## config.mk

```make
export PLATFORM = sky130hd
export DESIGN_NAME = spi_slave
export DESIGN_NICKNAME = d
export VERILOG_FILES = /design/src/rtl/spi_ram_pkg.sv /design/src/rtl/spi_tx_serializer.sv /design/src/rtl/spi_slave.sv
export SDC_FILE = /design/constraint.sdc
export NUM_CORES = 1
export LEC_CHECK = 0
export ABC_AREA = 1
export CAP_MARGIN = 20
export CORE_UTILIZATION = 50
export DETAILED_ROUTE_END_ITERATION = 12
export HOLD_SLACK_MARGIN = 0.12
export PLACE_DENSITY = 0.78
export SLEW_MARGIN = 25
export SYNTH_ARGS = -nofsm -noshare
export SYNTH_HDL_FRONTEND = slang
export SYNTH_HIERARCHICAL = 1
export SYNTH_SLANG_ARGS = --single-unit
```

## constraint.sdc

```tcl
create_clock -name clk -period 2.05 [get_ports clk]
set_input_delay 0.205 -clock clk [delete_from_list [all_inputs] [get_ports clk]]
set_output_delay 0.205 -clock clk [all_outputs]
set_load 0.02 [all_outputs]
```

## src/rtl/spi_ram_pkg.sv

```systemverilog
// Shared constants, command codes and FSM state type for the SPI-RAM subsystem.
package spi_ram_pkg;

    localparam int WORD_W = 10;
    localparam int DATA_W = 8;

    localparam logic [1:0] CMD_WR_ADDR = 2'b00;
    localparam logic [1:0] CMD_WR_DATA = 2'b01;
    localparam logic [1:0] CMD_RD_ADDR = 2'b10;
    localparam logic [1:0] CMD_RD_DATA = 2'b11;

    typedef enum logic [2:0] {
        IDLE      = 3'd0,
        CHK_CMD   = 3'd1,
        WRITE     = 3'd2,
        READ_ADD  = 3'd3,
        READ_DATA = 3'd4
    } spi_state_e;

endpackage

```

## src/rtl/spi_tx_serializer.sv

```systemverilog
// Load-on-strobe MSB-first shifter that drives MISO for one read-data byte.
// abort_i (slave select high) drops the shift and forces MISO low.
module spi_tx_serializer #(
    parameter int DATA_W = 8
) (
    input  logic              clk,
    input  logic              rst_n,
    input  logic              abort_i,
    input  logic              load_i,
    input  logic [DATA_W-1:0] data_i,
    output logic              busy_o,
    output logic              miso_o
);
    localparam int CNT_W = $clog2(DATA_W);

    logic [DATA_W-1:0] sreg_q, sreg_d;
    logic [CNT_W-1:0]  rem_q, rem_d;
    logic              busy_q, busy_d;
    logic              miso_q, miso_d;

    // The MSB goes straight to MISO on load; rem counts the bits still queued.
    always_comb begin
        sreg_d = sreg_q;
        rem_d  = rem_q;
        busy_d = busy_q;
        miso_d = miso_q;
        if (abort_i) begin
            busy_d = 1'b0;
            miso_d = 1'b0;
            rem_d  = '0;
        end else if (load_i && !busy_q) begin
            busy_d = 1'b1;
            miso_d = data_i[DATA_W-1];
            sreg_d = {data_i[DATA_W-2:0], 1'b0};
            rem_d  = CNT_W'(DATA_W - 1);
        end else if (busy_q) begin
            if (rem_q != '0) begin
                miso_d = sreg_q[DATA_W-1];
                sreg_d = sreg_q << 1;
                rem_d  = rem_q - CNT_W'(1);
            end else begin
                miso_d = 1'b0;
                busy_d = 1'b0;
            end
        end
    end

    always_ff @(posedge clk or negedge rst_n) begin
        if (!rst_n) begin
            sreg_q <= '0;
            rem_q  <= '0;
            busy_q <= 1'b0;
            miso_q <= 1'b0;
        end else begin
            sreg_q <= sreg_d;
            rem_q  <= rem_d;
            busy_q <= busy_d;
            miso_q <= miso_d;
        end
    end

    assign busy_o = busy_q;
    assign miso_o = miso_q;

endmodule

```

## src/rtl/spi_slave.sv

```systemverilog
// SPI slave front end: deserialises 10-bit command/data words and returns read data on MISO.
// Define SPI_SLAVE_SVA_EN to compile in the embedded protocol assertions.
module spi_slave #(
    parameter int WORD_W = 10,
    parameter int DATA_W = 8
) (
    input  logic              clk,
    input  logic              rst_n,
    input  logic              SS_n,
    input  logic              MOSI,
    output logic              MISO,
    output logic [WORD_W-1:0] rx_data,
    output logic              rx_valid,
    input  logic [DATA_W-1:0] tx_data,
    input  logic              tx_valid
);
    import spi_ram_pkg::*;

    localparam int CNT_W = $clog2(WORD_W + 1);

    spi_state_e        state_q;
    logic [CNT_W-1:0]  cnt_q;
    logic [WORD_W-2:0] shift_q;
    logic [WORD_W-1:0] rx_data_q;
    logic              rx_valid_q;
    logic              rd_addr_done_q;
    logic              tx_wait_q;
    logic              tx_busy;
    logic              tx_load;

    assign tx_load = tx_wait_q && tx_valid && !tx_busy && !SS_n && (state_q == READ_DATA);

    // Frame FSM: the counter saturates at WORD_W so trailing bits in a long frame are dropped.
    always_ff @(posedge clk or negedge rst_n) begin
        if (!rst_n) begin
            state_q        <= IDLE;
            cnt_q          <= '0;
            shift_q        <= '0;
            rx_data_q      <= '0;
            rx_valid_q     <= 1'b0;
            rd_addr_done_q <= 1'b0;
            tx_wait_q      <= 1'b0;
        end else begin
            rx_valid_q <= 1'b0;
            if (SS_n) begin
                state_q   <= IDLE;
                cnt_q     <= '0;
                tx_wait_q <= 1'b0;
            end else begin
                case (state_q)
                    IDLE: state_q <= CHK_CMD;
                    CHK_CMD: begin
                        shift_q <= {shift_q[WORD_W-3:0], MOSI};
                        cnt_q   <= CNT_W'(1);
                        if (!MOSI)               state_q <= WRITE;
                        else if (rd_addr_done_q) state_q <= READ_DATA;
                        else                     state_q <= READ_ADD;
                    end
                    WRITE, READ_ADD, READ_DATA: begin
                        if (cnt_q != CNT_W'(WORD_W)) begin
                            shift_q <= {shift_q[WORD_W-3:0], MOSI};
                            cnt_q   <= cnt_q + CNT_W'(1);
                            if (cnt_q == CNT_W'(WORD_W - 1)) begin
                                rx_data_q  <= {shift_q, MOSI};
                                rx_valid_q <= 1'b1;
                                if (state_q == READ_ADD) rd_addr_done_q <= 1'b1;
                                if (state_q == READ_DATA) begin
                                    rd_addr_done_q <= 1'b0;
                                    tx_wait_q      <= 1'b1;
                                end
                            end
                        end
                        if (tx_load) tx_wait_q <= 1'b0;
                    end
                    default: state_q <= IDLE;
                endcase
            end
        end
    end

    spi_tx_serializer #(.DATA_W(DATA_W)) u_tx (
        .clk     (clk),
        .rst_n   (rst_n),
        .abort_i (SS_n),
        .load_i  (tx_load),
        .data_i  (tx_data),
        .busy_o  (tx_busy),
        .miso_o  (MISO)
    );

    assign rx_data  = rx_data_q;
    assign rx_valid = rx_valid_q;

`ifdef SPI_SLAVE_SVA_EN
    a_rx_valid_single: assert property (@(posedge clk) disable iff (!rst_n)
        rx_valid_q |=> !rx_valid_q);
    a_rx_valid_cause: assert property (@(posedge clk) disable iff (!rst_n)
        rx_valid_q |-> $past(!SS_n && (cnt_q == CNT_W'(WORD_W - 1)) &&
                             (state_q inside {WRITE, READ_ADD, READ_DATA})));
    a_miso_idle: assert property (@(posedge clk) disable iff (!rst_n)
        (state_q == IDLE) |-> !MISO);
    a_state_legal: assert property (@(posedge clk) disable iff (!rst_n)
        state_q inside {IDLE, CHK_CMD, WRITE, READ_ADD, READ_DATA});
`endif

endmodule

```

==> After elaboration in Yosys (flattened, before gate mapping) <==
Index checks and enable logic that the tools add are counted.
{ "totals": {"ff_bits": 42, "inputBits": 13, "out_inout_bits": 12, "wordCells": 87} }
{ "classes": {"add_sub_neg": 2, "eq_ne": 9, "n_mux": 36, "bitwise_logic": 1, "reduce_logical": 28} }
{ "ops": {"columns": ["cell", "count"], "rows": [
  ["2-to-1 mux 8 bit", 3],
  ["2-to-1 mux 3 bit", 7],
  ["nonzero test 3 bit", 7],
  ["2-to-1 mux 1 bit", 20],
  ["case mux 9 bit (2 select lines)", 1],
  ["nonzero test 2 bit", 5],
  ["2-to-1 mux 9 bit", 1],
  ["case mux 3 bit (3 select lines)", 1],
  ["2-to-1 mux 4 bit", 2],
  ["case mux 4 bit (2 select lines)", 1],
  ["AND reduction 4 bit", 2],
  ["equality test 3 x 2 -> 1 bit (second input constant)", 2],
  ["AND reduction 3 bit", 2],
  ["logical AND 1 bit", 5],
  ["AND reduction 5 bit", 1],
  ["adder 4 x 1 -> 4 bit (second input constant)", 1],
  ["equality test 4 bit (second input constant)", 1],
  ["!= test 2 bit (second input constant)", 2],
  ["!= test 4 bit (second input constant)", 1],
  ["AND reduction 2 bit", 2],
  ["equality test 3 x 1 -> 1 bit (second input constant)", 1],
  ["equality test 3 bit (second input constant)", 1],
  ["zero test 3 bit", 1],
  ["!= test 3 bit (second input constant)", 1],
  ["other kinds (4)", 5]
]} }

==> Logic depth before layout (Yosys ltp) <==
Gate-level depths: netlist of the first run.
{ "depth": {"ltp_word": 7, "mapped_depth": 9, "depth_no_buf": 9} }

==> Hierarchy <==
The synthesis of the first run kept the hierarchy.
{ "by_module_without_submodules": {"columns": ["module", "n_inst", "cells_each", "area_per_inst_um2", "seq_area_each_um2"], "rows": [
  ["spi_slave", 1, 159, 1357.6, 725.7],
  ["spi_tx_serializer", 1, 94, 685.7, 300.3]
]} }

==> Worst setup path after synthesis of the first run <==
Ideal clock, no wire load.
{ "synth_path": {"path_kind": "register to register", "start": "reg u_tx.busy_q (netlist: u_tx/busy_o)", "end": "reg u_tx.sreg_q[2]", "setup_time_ns": 0.116, "arrival_ns": 1.616, "required_time_ns": 1.934, "slack_ns": 0.317, "stages_incl_launch_ff": 9, "n_path_buf": 0, "period_less_slack_ns": 1.733, "path_cell_list": "dfrtp_1 inv_1 nand2_1 nor3_1 nor2_2 nor2_4 nand2_4 nand2_1 nand2_1"} }
{ "synth_between": {"elab_chain_len": 7, "elab_cells_between_ends": 9, "cone_classes": "mux: 1; reduce/logical: 8"} }
{ "synth_lines": {"columns": ["element", "line_no", "text"], "rows": [
  ["from (decl)", "spi_tx_serializer.sv:18", "logic busy_q, busy_d;"],
  ["from (signal assigned)", "spi_tx_serializer.sv:57", "busy_q <= busy_d;"],
  ["zero test 1 bit (*)", "spi_slave.sv:31", "assign tx_load = tx_wait_q && tx_valid && !tx_busy && !SS_n && (state_q == READ_DATA);"],
  ["logical AND 1 bit (*) (3 in a row)", "spi_slave.sv:31", null],
  ["named net tx_load", "spi_slave.sv:29", "logic tx_load;"],
  ["logical AND 1 bit (*)", "spi_tx_serializer.sv:31", "end else if (load_i && !busy_q) begin"],
  ["nonzero test 2 bit (no source line)", null, null],
  ["AND reduction 3 bit (no source line)", null, null],
  ["to (signal assigned)", "spi_tx_serializer.sv:55", "sreg_q <= sreg_d;"],
  ["to (decl)", "spi_tx_serializer.sv:16", "logic [DATA_W-1:0] sreg_q, sreg_d;"]
]} }
The timed path passes the listed nets; every way through them passes the cells marked *.
A chain may end at the register's enable or synchronous reset.

==> Worst setup path after layout of the first run <==
{ "layout_path": {"start": "reg state_q[0]", "end": "reg u_tx.sreg_q[6]"} }
{ "layout_between": {"elab_chain_len": 5, "elab_cells_between_ends": 7, "cone_classes": "eq/ne: 1; mux: 1; reduce/logical: 5"} }
{ "layout_lines": {"columns": ["element", "line_no", "text"], "rows": [
  ["from (decl)", "spi_slave.sv:21", "spi_state_e state_q;"],
  ["from (signal assigned)", "spi_slave.sv:36", "state_q <= IDLE;"],
  ["from (signal assigned)", "spi_slave.sv:46", "state_q <= IDLE;"],
  ["from (signal assigned)", "spi_slave.sv:51", "IDLE: state_q <= CHK_CMD;"],
  ["equality test 3 bit (*)", "spi_slave.sv:31", null],
  ["logical AND 1 bit (*)", "spi_slave.sv:31", null],
  ["named net tx_load", "spi_slave.sv:29", null],
  ["logical AND 1 bit (*)", "spi_tx_serializer.sv:31", null],
  ["nonzero test 2 bit (no source line)", null, null],
  ["AND reduction 3 bit (no source line)", null, null]
]} }
Marks and branches as above.

==> results_dict.tcl, run 1 <==
set metrics [dict create \
    antenna_found_initial 0 \
    syn_avg_cell_area_sq_um 8.08 \
    outcome "complete, no violations" \
    final_cell_mix "117 x nand2_1, 41 x dfrtp_1, 23 x nand3_1, 23 x clkdlybuf4s50_1, 21 x inv_1" \
    hold-worst-slack_ns 0.463 \
    worstRegToRegCells 10 \
    final_common_cell "nand2_1" \
    design_area_sq_um 2520 \
    tightest_slew_ns 0.638 \
    dieWidth_microns 65.9 \
    power_density_nw_per_um2 771 \
    fmax_mhz 596 \
    path_cells "nor2_2 > nand2_2 > nor3_1 > buf_4 > inv_2 > nor2_2 > nand2_1 > nand2_1 > nand2_1 > nand2_1" \
    grt_pass1_wl_mm 6.93 \
    finalSetupViolCount 0 \
    synthArstFlopShare_pct 100 \
    startpoint_type "register" \
    wirelength_mm 3.96 \
    via_count 1678 \
    drv_slew 0 \
    crit_cells 10 \
    critical_path_required_ns 2.28 \
    synth_top_area_share_pct 50.2 \
    worst-path-buf-inv 2 \
    critPathMaxFanout 7 \
    syn_nets 271 \
    dieArea_sq_um 4350 \
    num-fill-cells 312 \
    cts_max_level 2 \
    viasPerCell 4.95 \
    maxCapViolCount 0 \
    fin_crit_sh_pct 81.9 \
    crit_top_cell "nand2_1" \
    route.detailed.drc 0 \
    fin_ws_ns 0.371 \
    crit_arrival_ns 1.91 \
    synth_area_leaders "dfrtp_1 50%, nand2_1 21%, nand3_1 5.6%, inv_1 3.9%, ha_1 3.1%" \
    relSlewSlack_pct 57.5 \
    synth_top_area_cell "dfrtp_1" \
    initial_utilization_pct 53.8 \
    place_area_sq_um 2370 \
    cts_root_buf "clkbuf_8" \
    clk_pin_slew_worst_paths_ns 0.08 \
    core_sq_um 3800 \
    grt_pass1_vias 1632 \
    cts_buffers 5 \
    clock_sinks 41 \
    post-cts-setup-buffers 0 \
    gr-total-overflow 0 \
    cpPeakStageDelay_ns 0.44 \
    fin_nets 308 \
    final_antenna_net_count 0 \
    grt_max_degree 28 \
    crit_path_top_delay_cell "dfrtp_1" \
    netlist_area_sq_um 2040 \
    portBuffers 24 \
    dp_slack_ns 0.230 \
    max-vdd-ir-drop_v 0.000484 \
    diodes 0 \
    drive_gt1_share_pct 13.7 \
    end_kind "register" \
    crit_family "simple AND/OR/NAND/NOR gates" \
    yosysSeqAreaShare_pct 50.2 \
    hold_viol_final 0 \
    criticalPathCategory "reg2reg" \
    synth_edf_count 0 \
    area_delta_synth_final_pct 23.1 \
    p_leak_nw 1.35 \
    fin_util_pct 66.2 \
    ys_seq_elements 41 \
    fin_crit_ns 1.68 \
    gp_congestion 0.788 \
    synth_cell_types 21 \
    avgRoutedWirePerCell_microns 11.7 \
    rows 22 \
    die-height_microns 65.9 \
    synth_flop_cell "dfrtp_1" \
    clock_path_buffers 2 \
    drtIter0Drc 130 \
    hpwl_mm 2.75 \
    cts_tree "built" \
    io_pins 25 \
    dr.pass1.iters 5 \
    skew_ns 0.00386 \
    fin_tns_setup_ns 0 \
    rsz0062_at_grt "false" \
    hold_path.class "in2async" \
    syn_inst 253 \
    clk_latency_ns 0.29 \
    yosysWarnings 6 \
    grt_usage_pct 21.4 \
]
## path summary, 6_finish.rpt
kind,startpoint,endpoint,slack [ns]
max reg2reg,state_q[0]$_DFFE_PN0P_,u_tx/sreg_q[6]$_DFFE_PN0P_,0.37
min,rst_n,u_tx/rem_q[0]$_DFFE_PN0P_,0.46
max in group asynchronous,rst_n,rx_data[7]$_DFFE_PN0P_,1.01
max,state_q[0]$_DFFE_PN0P_,u_tx/sreg_q[6]$_DFFE_PN0P_,0.37
min reg2reg,rx_data[6]$_DFFE_PN0P_,rx_data[6]$_DFFE_PN0P_,0.48
min in group clk,rx_data[6]$_DFFE_PN0P_,rx_data[6]$_DFFE_PN0P_,0.48
## cell families after synthesis
group                      share of synthesized area, %
buffers and inverters                              5.45
AOI/OAI and AO/OA                                  2.45
and+or+nand+nor                                    38.8
DFF                                                50.2
adders and majority gates                          3.06
## registers in the layout (all words and copies together), names as in the netlist
name            count
shift_q             9
u_tx/busy_o         1
state_q             3
u_tx/sreg_q         7
tx_wait_q           1
rx_valid            1
rd_addr_done_q      1
rx_data            10
u_tx/miso_o         1
cnt_q               4
u_tx/rem_q          3
## report_power, final
group          total, mW  internal (mW)  switching, mW
Combinational      0.212         0.0899          0.123
Sequential         0.965          0.894         0.0716
Clock              0.761          0.484          0.278
Total               1.94           1.47          0.472
## layout make-up
cell class	instances	area, sq um	area share [%]
clock buffer	5	68.8	2.73
clock inverter	3	65.1	2.59
inverter	26	100	3.98
multi-input combinational	185	906	36.0
sequential	41	1030	40.8
tap	48	60.1	2.39
timing repair buffer	31	290	11.5
## per-layer routing
| metal | up-vias | global-route usage (%) | routed length, microns |
|---|---|---|---|
| met4 | 0 | 5.71 | 42 |
| met1 | 782 | 27.0 | 1880 |
| met2 | 34 | 35.3 | 1830 |
| met5 | - | 0 | 0 |
| li1 | 856 | - | - |
| met3 | 6 | 6.55 | 202 |
## cell usage after synthesis, types with 2 or more instances
cell type	count
inv_1	21
o21ai_0	2
a21oi_1	3
nand2_2	4
nor2_4	3
dfrtp_1	41
nand2_4	4
o21ai_2	2
nand2_1	117
nor2_1	9
inv_2	4
nand3_4	2
ha_1	5
nand4_1	4
nand3_1	23
nor2_2	4
## metrics by stage
step / total power, mW / std cells
final: 1.94 / 339
after global routing: 2.03 / 339
after CTS: 1.95 / 339
after detailed placement: 1.19 / 330
after global placement: 1.18 / 330
after floorplan: 1.10 / 253
## repair_timing
item	in CTS	in global routing
gates resized for setup	0	0
hold endpoints to repair	25	0
hold buffers	1	0
Note: power is estimated with default switching activity, not from simulation.
==> run 2, diff against run 1 <==
==> constraint.sdc (replaced) <==
create_clock -name clk -period 1.6 [get_ports clk]
set_input_delay 0.16 -clock clk [delete_from_list [all_inputs] [get_ports clk]]
set_output_delay 0.16 -clock clk [all_outputs]
set_load 0.02 [all_outputs]
==> run 2 against run 1 <==
  * Combinational power rose by 35%
  * Critical endpoint is now rx_data[9]$_DFFE_PN0P_
  * Sequential power rose by 27%
  * Global-route usage fell by 0.20 points
  * Power rose by 22%
  * Worst setup slack got worse by 0.22 ns
  * Sequential cell count did not move
  * Die area did not move
  * Utilization rose by 0.96 points
  * Sequential share of layout area fell by 0.58 points
  * Critical path type unchanged
  * Cell area rose by 1.4%
  * First-iteration DRC count fell by 14%
==> results_dict.tcl, run 2 (same netlist as run 1, synthesis figures left out) <==
set metrics [dict create \
    outcome "complete, no violations" \
    fin_crit_ns 1.45 \
    hold_path.class "in2async" \
    startpoint_type "register" \
    core_sq_um 3800 \
    cpPeakStageDelay_ns 0.42 \
    final_antenna_net_count 0 \
    clk_pin_slew_worst_paths_ns 0.09 \
    dieArea_sq_um 4350 \
    route.detailed.drc 0 \
    num-fill-cells 331 \
    r2r_setup_slack_ns 0.15 \
    cts_buffers 5 \
    max-vdd-ir-drop_v 0.000711 \
    clock_path_buffers 2 \
    final_cell_mix "117 x nand2_1, 41 x dfrtp_1, 23 x nand3_1, 23 x clkdlybuf4s50_1, 21 x inv_1" \
    die-height_microns 65.9 \
    drtIter0Drc 112 \
    drv_slew 0 \
    relSlewSlack_pct 69.6 \
    worst-path-buf-inv 1 \
    fin_crit_sh_pct 90.8 \
    p_leak_nw 1.36 \
    skew_ns 0.00794 \
    cts_tree "built" \
    rows 22 \
    cts_root_buf "clkbuf_8" \
    timing.rr.start "cnt_q[1]$_DFFE_PN0P_" \
    finalSetupViolCount 0 \
    clock_sinks 41 \
    drive_gt1_share_pct 15.3 \
    crit_start "cnt_q[1]$_DFFE_PN0P_" \
    crit_family "simple AND/OR/NAND/NOR gates" \
    hold_viol_final 0 \
    antenna_found_initial 0 \
    worstRegToRegCells 7 \
    largest_reg_flops 10 \
    crit_top_cell "nand2_1" \
    grt_usage_pct 21.2 \
    tightest_slew_ns 0.456 \
    wirelength_mm 4.07 \
    criticalPathCategory "reg2reg" \
    hpwl_mm 2.87 \
    grt_pass1_wl_mm 7.02 \
    cts_max_level 2 \
    critPathMaxFanout 12 \
    area_delta_synth_final_pct 24.9 \
    rsz0062_at_grt "false" \
    r2r-end "rx_data[9]$_DFFE_PN0P_" \
    hold-worst-slack_ns 0.332 \
    dieWidth_microns 65.9 \
    grt_max_degree 25 \
    clk_latency_ns 0.30 \
    gr-total-overflow 0 \
    multiInputGateArea_sq_um 916 \
    end_kind "register" \
    avgRoutedWirePerCell_microns 11.9 \
    grt_pass1_vias 1571 \
    crit_arrival_ns 1.69 \
    portBuffers 24 \
    gp_congestion 0.779 \
    fin_nets 312 \
    critical_path_required_ns 1.83 \
    crit_cells 7 \
    io_pins 25 \
    crit_path_top_delay_cell "dfrtp_1" \
    viasPerCell 4.92 \
    power_density_nw_per_um2 927 \
    final_common_cell "nand2_1" \
    maxCapViolCount 0 \
    diodes 0 \
    fmax_mhz 688 \
    ff_latch_area_sq_um 1030 \
    fin_util_pct 67.2 \
    initial_utilization_pct 53.8 \
    dr.pass1.iters 4 \
    path_cells "ha_1 > nand3b_2 > nor2_4 > nand2_4 > inv_4 > nand2_1 > nand2_1" \
    via_count 1689 \
    cp-endpoint "rx_data[9]$_DFFE_PN0P_" \
]
## run 2: per-layer routing
layer	track usage, %	vias up	routed length (microns)
met5	0	-	0
met4	7.34	0	74
met3	4.14	10	126
met2	34.3	28	1890
met1	28.1	784	1980
li1	-	867	-
## run 2: worst min-delay path by stage
stage          cells after the start  start  slack [ns]                   end
6_report                           2  rst_n        0.33  cnt_q[0]$_DFFE_PN0P_
4_1_cts                            2  rst_n        0.34  cnt_q[1]$_DFFE_PN0P_
3_3_place_gp                       1  rst_n        0.13  cnt_q[1]$_DFFE_PN0P_
3_5_place_dp                       1  rst_n        0.14  cnt_q[1]$_DFFE_PN0P_
5_1_grt                            2  rst_n        0.38  cnt_q[1]$_DFFE_PN0P_
2_1_floorplan                      0  rst_n       -0.14  cnt_q[0]$_DFFE_PN0P_
## run 2: per-stage QoR
| step | instances | setup slack, ns | area [sq um] | setup TNS, ns | total power, mW |
|---|---|---|---|---|---|
| final | 343 | 0.147 | 2550 | 0 | 2.37 |
| after global routing | 343 | 0.0386 | 2550 | 0 | 2.48 |
| after CTS | 343 | 0.0721 | 2540 | 0 | 2.39 |
| after detailed placement | 334 | -0.106 | 2420 | -0.669 | 1.53 |
| after global placement | 334 | -0.0818 | 2420 | -0.474 | 1.52 |
| after floorplan | 253 | 0.0970 | 2050 | 0 | 1.41 |
## run 2: cell type report
type / count / share of cell area (%)
clock buffers: 5 / 2.70
well taps: 48 / 2.35
flip-flops and latches: 41 / 40.2
repair buffers: 35 / 13.0
inverters: 26 / 4.02
multi-input cells: 185 / 35.9
clock inverters: 3 / 1.81
## run 2: report_power, final
group          internal [mW]  switching [mW]  total (mW)  leakage [nW]
combinational          0.123           0.162       0.286         0.746
sequential              1.14          0.0862        1.23         0.562
clock                  0.467           0.383       0.850        0.0543
total                   1.74           0.632        2.37          1.36
## run 2: what timing repair did
action	4_1_cts	5_1_grt
buffers inserted	0	0
setup endpoints to repair	0	10
resized for setup	0	2
hold buffers	1	0
endpoints found under the hold margin	17	0
## run 2: worst reg2reg max path, delay by kind of cell, from the launching register on
kind	cells	cell delay, ns
buffers and inverters	1	0.14
and+or+nand+nor	5	0.63
DFF	1	0.42
adders and majority gates	1	0.21
==> run 3, diff against run 2 <==
--- a/config.mk
+++ b/config.mk
@@ -7,10 +7,11 @@
 export LEC_CHECK = 0
 export ABC_AREA = 1
 export CAP_MARGIN = 20
-export CORE_UTILIZATION = 50
+export CORE_UTILIZATION = 27
 export DETAILED_ROUTE_END_ITERATION = 12
 export HOLD_SLACK_MARGIN = 0.12
-export PLACE_DENSITY = 0.78
+export PLACE_DENSITY = 0.5
+export RECOVER_POWER = 50
 export SLEW_MARGIN = 25
 export SYNTH_ARGS = -nofsm -noshare
 export SYNTH_HDL_FRONTEND = slang
==> run 3 against run 2 <==
  * Power down 8.4%
  * Die area increased by 82%
  * Cell area grew 1.6%
  * Global-route usage decreased by 9.4 points
  * Clock skew decreased by 0.0042 ns
  * Register-to-register slack better by 0.02 ns
  * First-iteration DRC count down 17%
==> results_dict.tcl, run 3 (same netlist as run 1, synthesis figures left out) <==
set metrics [dict create \
    cts_buffers 5 \
    num-fill-cells 802 \
    area_delta_synth_final_pct 26.9 \
    avgRoutedWirePerCell_microns 10.8 \
    post-cts-setup-buffers 0 \
    relSlewSlack_pct 29.9 \
    r2r_setup_slack_ns 0.17 \
    cts_root_buf "clkbuf_8" \
    max-vdd-ir-drop_v 0.000392 \
    ff_latch_area_sq_um 1030 \
    hold_path.class "in2reg" \
    cpPeakStageDelay_ns 0.42 \
    hold_start "tx_data[0]" \
    largest_reg_flops 10 \
    design_area_sq_um 2590 \
    clock_path_buffers 2 \
    dieArea_sq_um 7920 \
    grt_max_degree 42 \
    clkPwrFrac_pct 30.4 \
    power.internal_mw 1.57 \
    place_area_sq_um 2500 \
    crit_path_top_delay_cell "dfrtp_1" \
    rows 31 \
    cts_tree "built" \
    core_sq_um 7290 \
    maxCapViolCount 0 \
    gr-total-overflow 0 \
    criticalPathCategory "reg2reg" \
    r2r-end "rx_data[2]$_DFFE_PN0P_" \
    crit_top_cell "nand2_1" \
    final_antenna_net_count 0 \
    wirelength_mm 4.26 \
    worstRegToRegCells 7 \
    outcome "complete, no violations" \
    skew_ns 0.00372 \
    dr.pass1.iters 4 \
    power_density_nw_per_um2 836 \
    drive_gt1_share_pct 15.5 \
    hold_viol_final 0 \
    hpwl_mm 3.02 \
    via_count 1685 \
    crit_arrival_ns 1.66 \
    final_common_cell "nand2_1" \
    clk_latency_ns 0.29 \
    grt_pass1_vias 1530 \
    startpoint_type "register" \
    grt_pass1_wl_mm 7.11 \
    gp_congestion 0.815 \
    drv_slew 0 \
    die-height_microns 89.0 \
    min_path_cells 3 \
    cts_max_level 2 \
    power_mw 2.17 \
    multiInputGateArea_sq_um 916 \
    fin_crit_sh_pct 89.3 \
    antenna_found_initial 0 \
    grt_usage_pct 11.8 \
    finalSetupViolCount 0 \
    seqPwrFrac_pct 56.7 \
    critPathMaxFanout 10 \
    tightest_slew_ns 1.05 \
    hold_path_end "u_tx/sreg_q[1]$_DFFE_PN0P_" \
    path_cells "ha_1 > nand3b_2 > nor2_4 > nand2_4 > inv_2 > nand2_1 > nand2_1" \
    viasPerCell 4.26 \
    drtIter0Drc 93 \
    p_leak_nw 1.36 \
    end_kind "register" \
    power_frac_comb_pct 12.9 \
    diodes 0 \
    rsz0062_at_grt "false" \
    fin_nets 314 \
    critical_path_required_ns 1.83 \
    final_cell_mix "117 x nand2_1, 41 x dfrtp_1, 23 x nand3_1, 23 x clkdlybuf4s50_1, 21 x inv_1" \
    timing.rr.start "cnt_q[1]$_DFFE_PN0P_" \
    switchingPower_uw 602 \
    fin_crit_ns 1.43 \
    dieWidth_microns 89.0 \
    route.detailed.drc 0 \
    sw_frac_of_total_pct 27.8 \
    initial_utilization_pct 28.0 \
    fmax_mhz 700 \
    io_pins 25 \
    clock_sinks 41 \
    clk_pin_slew_worst_paths_ns 0.08 \
    portBuffers 24 \
]
==> run 3: worst max-delay path, delay by kind of cell (launching register included) <==
| family | cells | cell delay (ns) |
|---|---|---|
| adders and majority gates | 1 | 0.22 |
| buffers and inverters | 1 | 0.16 |
| DFF | 1 | 0.42 |
| and+or+nand+nor | 5 | 0.58 |
==> run 3: metrics by stage <==
step | cells | worst slack (ns) | TNS, ns | hold WS, ns | util (%)
3_5_place_dp | 387 | -0.0799 | -0.439 | 0.275 | 34.3
4_1_cts | 396 | 0.0954 | 0 | 0.471 | 35.5
2_1_floorplan | 253 | 0.0970 | 0 | -0.136 | -
3_3_place_gp | 387 | -0.0705 | -0.413 | 0.274 | 34.3
5_1_grt | 396 | 0.0193 | 0 | 0.480 | 35.6
6_report | 396 | 0.171 | 0 | 0.469 | 35.6
==> run 3: repair_timing <==
item	4_1_cts	5_1_grt
resized for setup	0	1
setup endpoints to repair	0	5
hold buffers	1	0
hold endpoints to repair	41	0
==> run 3: routing by layer <==
layer  global-route usage (%)  part of all wire, %
met1                     16.7                   52
met4                     3.46                 0.80
met3                     3.05                  3.2
met5                        0                    0
met2                     17.9                   44
==> run 3: power groups by stage <==
stage	Clock, mW	Combinational (mW)	Sequential (mW)
floorplan	0	0.179	1.23
global placement	0	0.283	1.25
detailed placement	0	0.287	1.25
CTS	0.693	0.291	1.23
global route	0.735	0.324	1.25
finish	0.659	0.281	1.23
==> run 3: worst max-delay path by stage <==
stage	from	to	slack (ns)	cells after the start
after floorplan	u_tx/busy_o$_DFF_PN0_	u_tx/sreg_q[2]$_DFFE_PN0P_	0.1	8
after global placement	SS_n	u_tx/sreg_q[4]$_DFFE_PN0P_	-0.07	11
after detailed placement	SS_n	u_tx/sreg_q[4]$_DFFE_PN0P_	-0.08	11
after CTS	state_q[0]$_DFFE_PN0P_	u_tx/sreg_q[4]$_DFFE_PN0P_	0.1	10
after global routing	state_q[1]$_DFFE_PN0P_	u_tx/sreg_q[4]$_DFFE_PN0P_	0.02	10
final	cnt_q[1]$_DFFE_PN0P_	rx_data[2]$_DFFE_PN0P_	0.17	7
==> run 3: cell type report <==
| class | count | share of cell area [%] |
|---|---|---|
| timing repair buffer | 37 | 13.3 |
| multi-input combinational | 185 | 35.3 |
| tap | 99 | 4.78 |
| inverter | 26 | 3.86 |
| sequential | 41 | 39.6 |
| clock buffer | 6 | 2.80 |
| clock inverter | 2 | 0.386 |
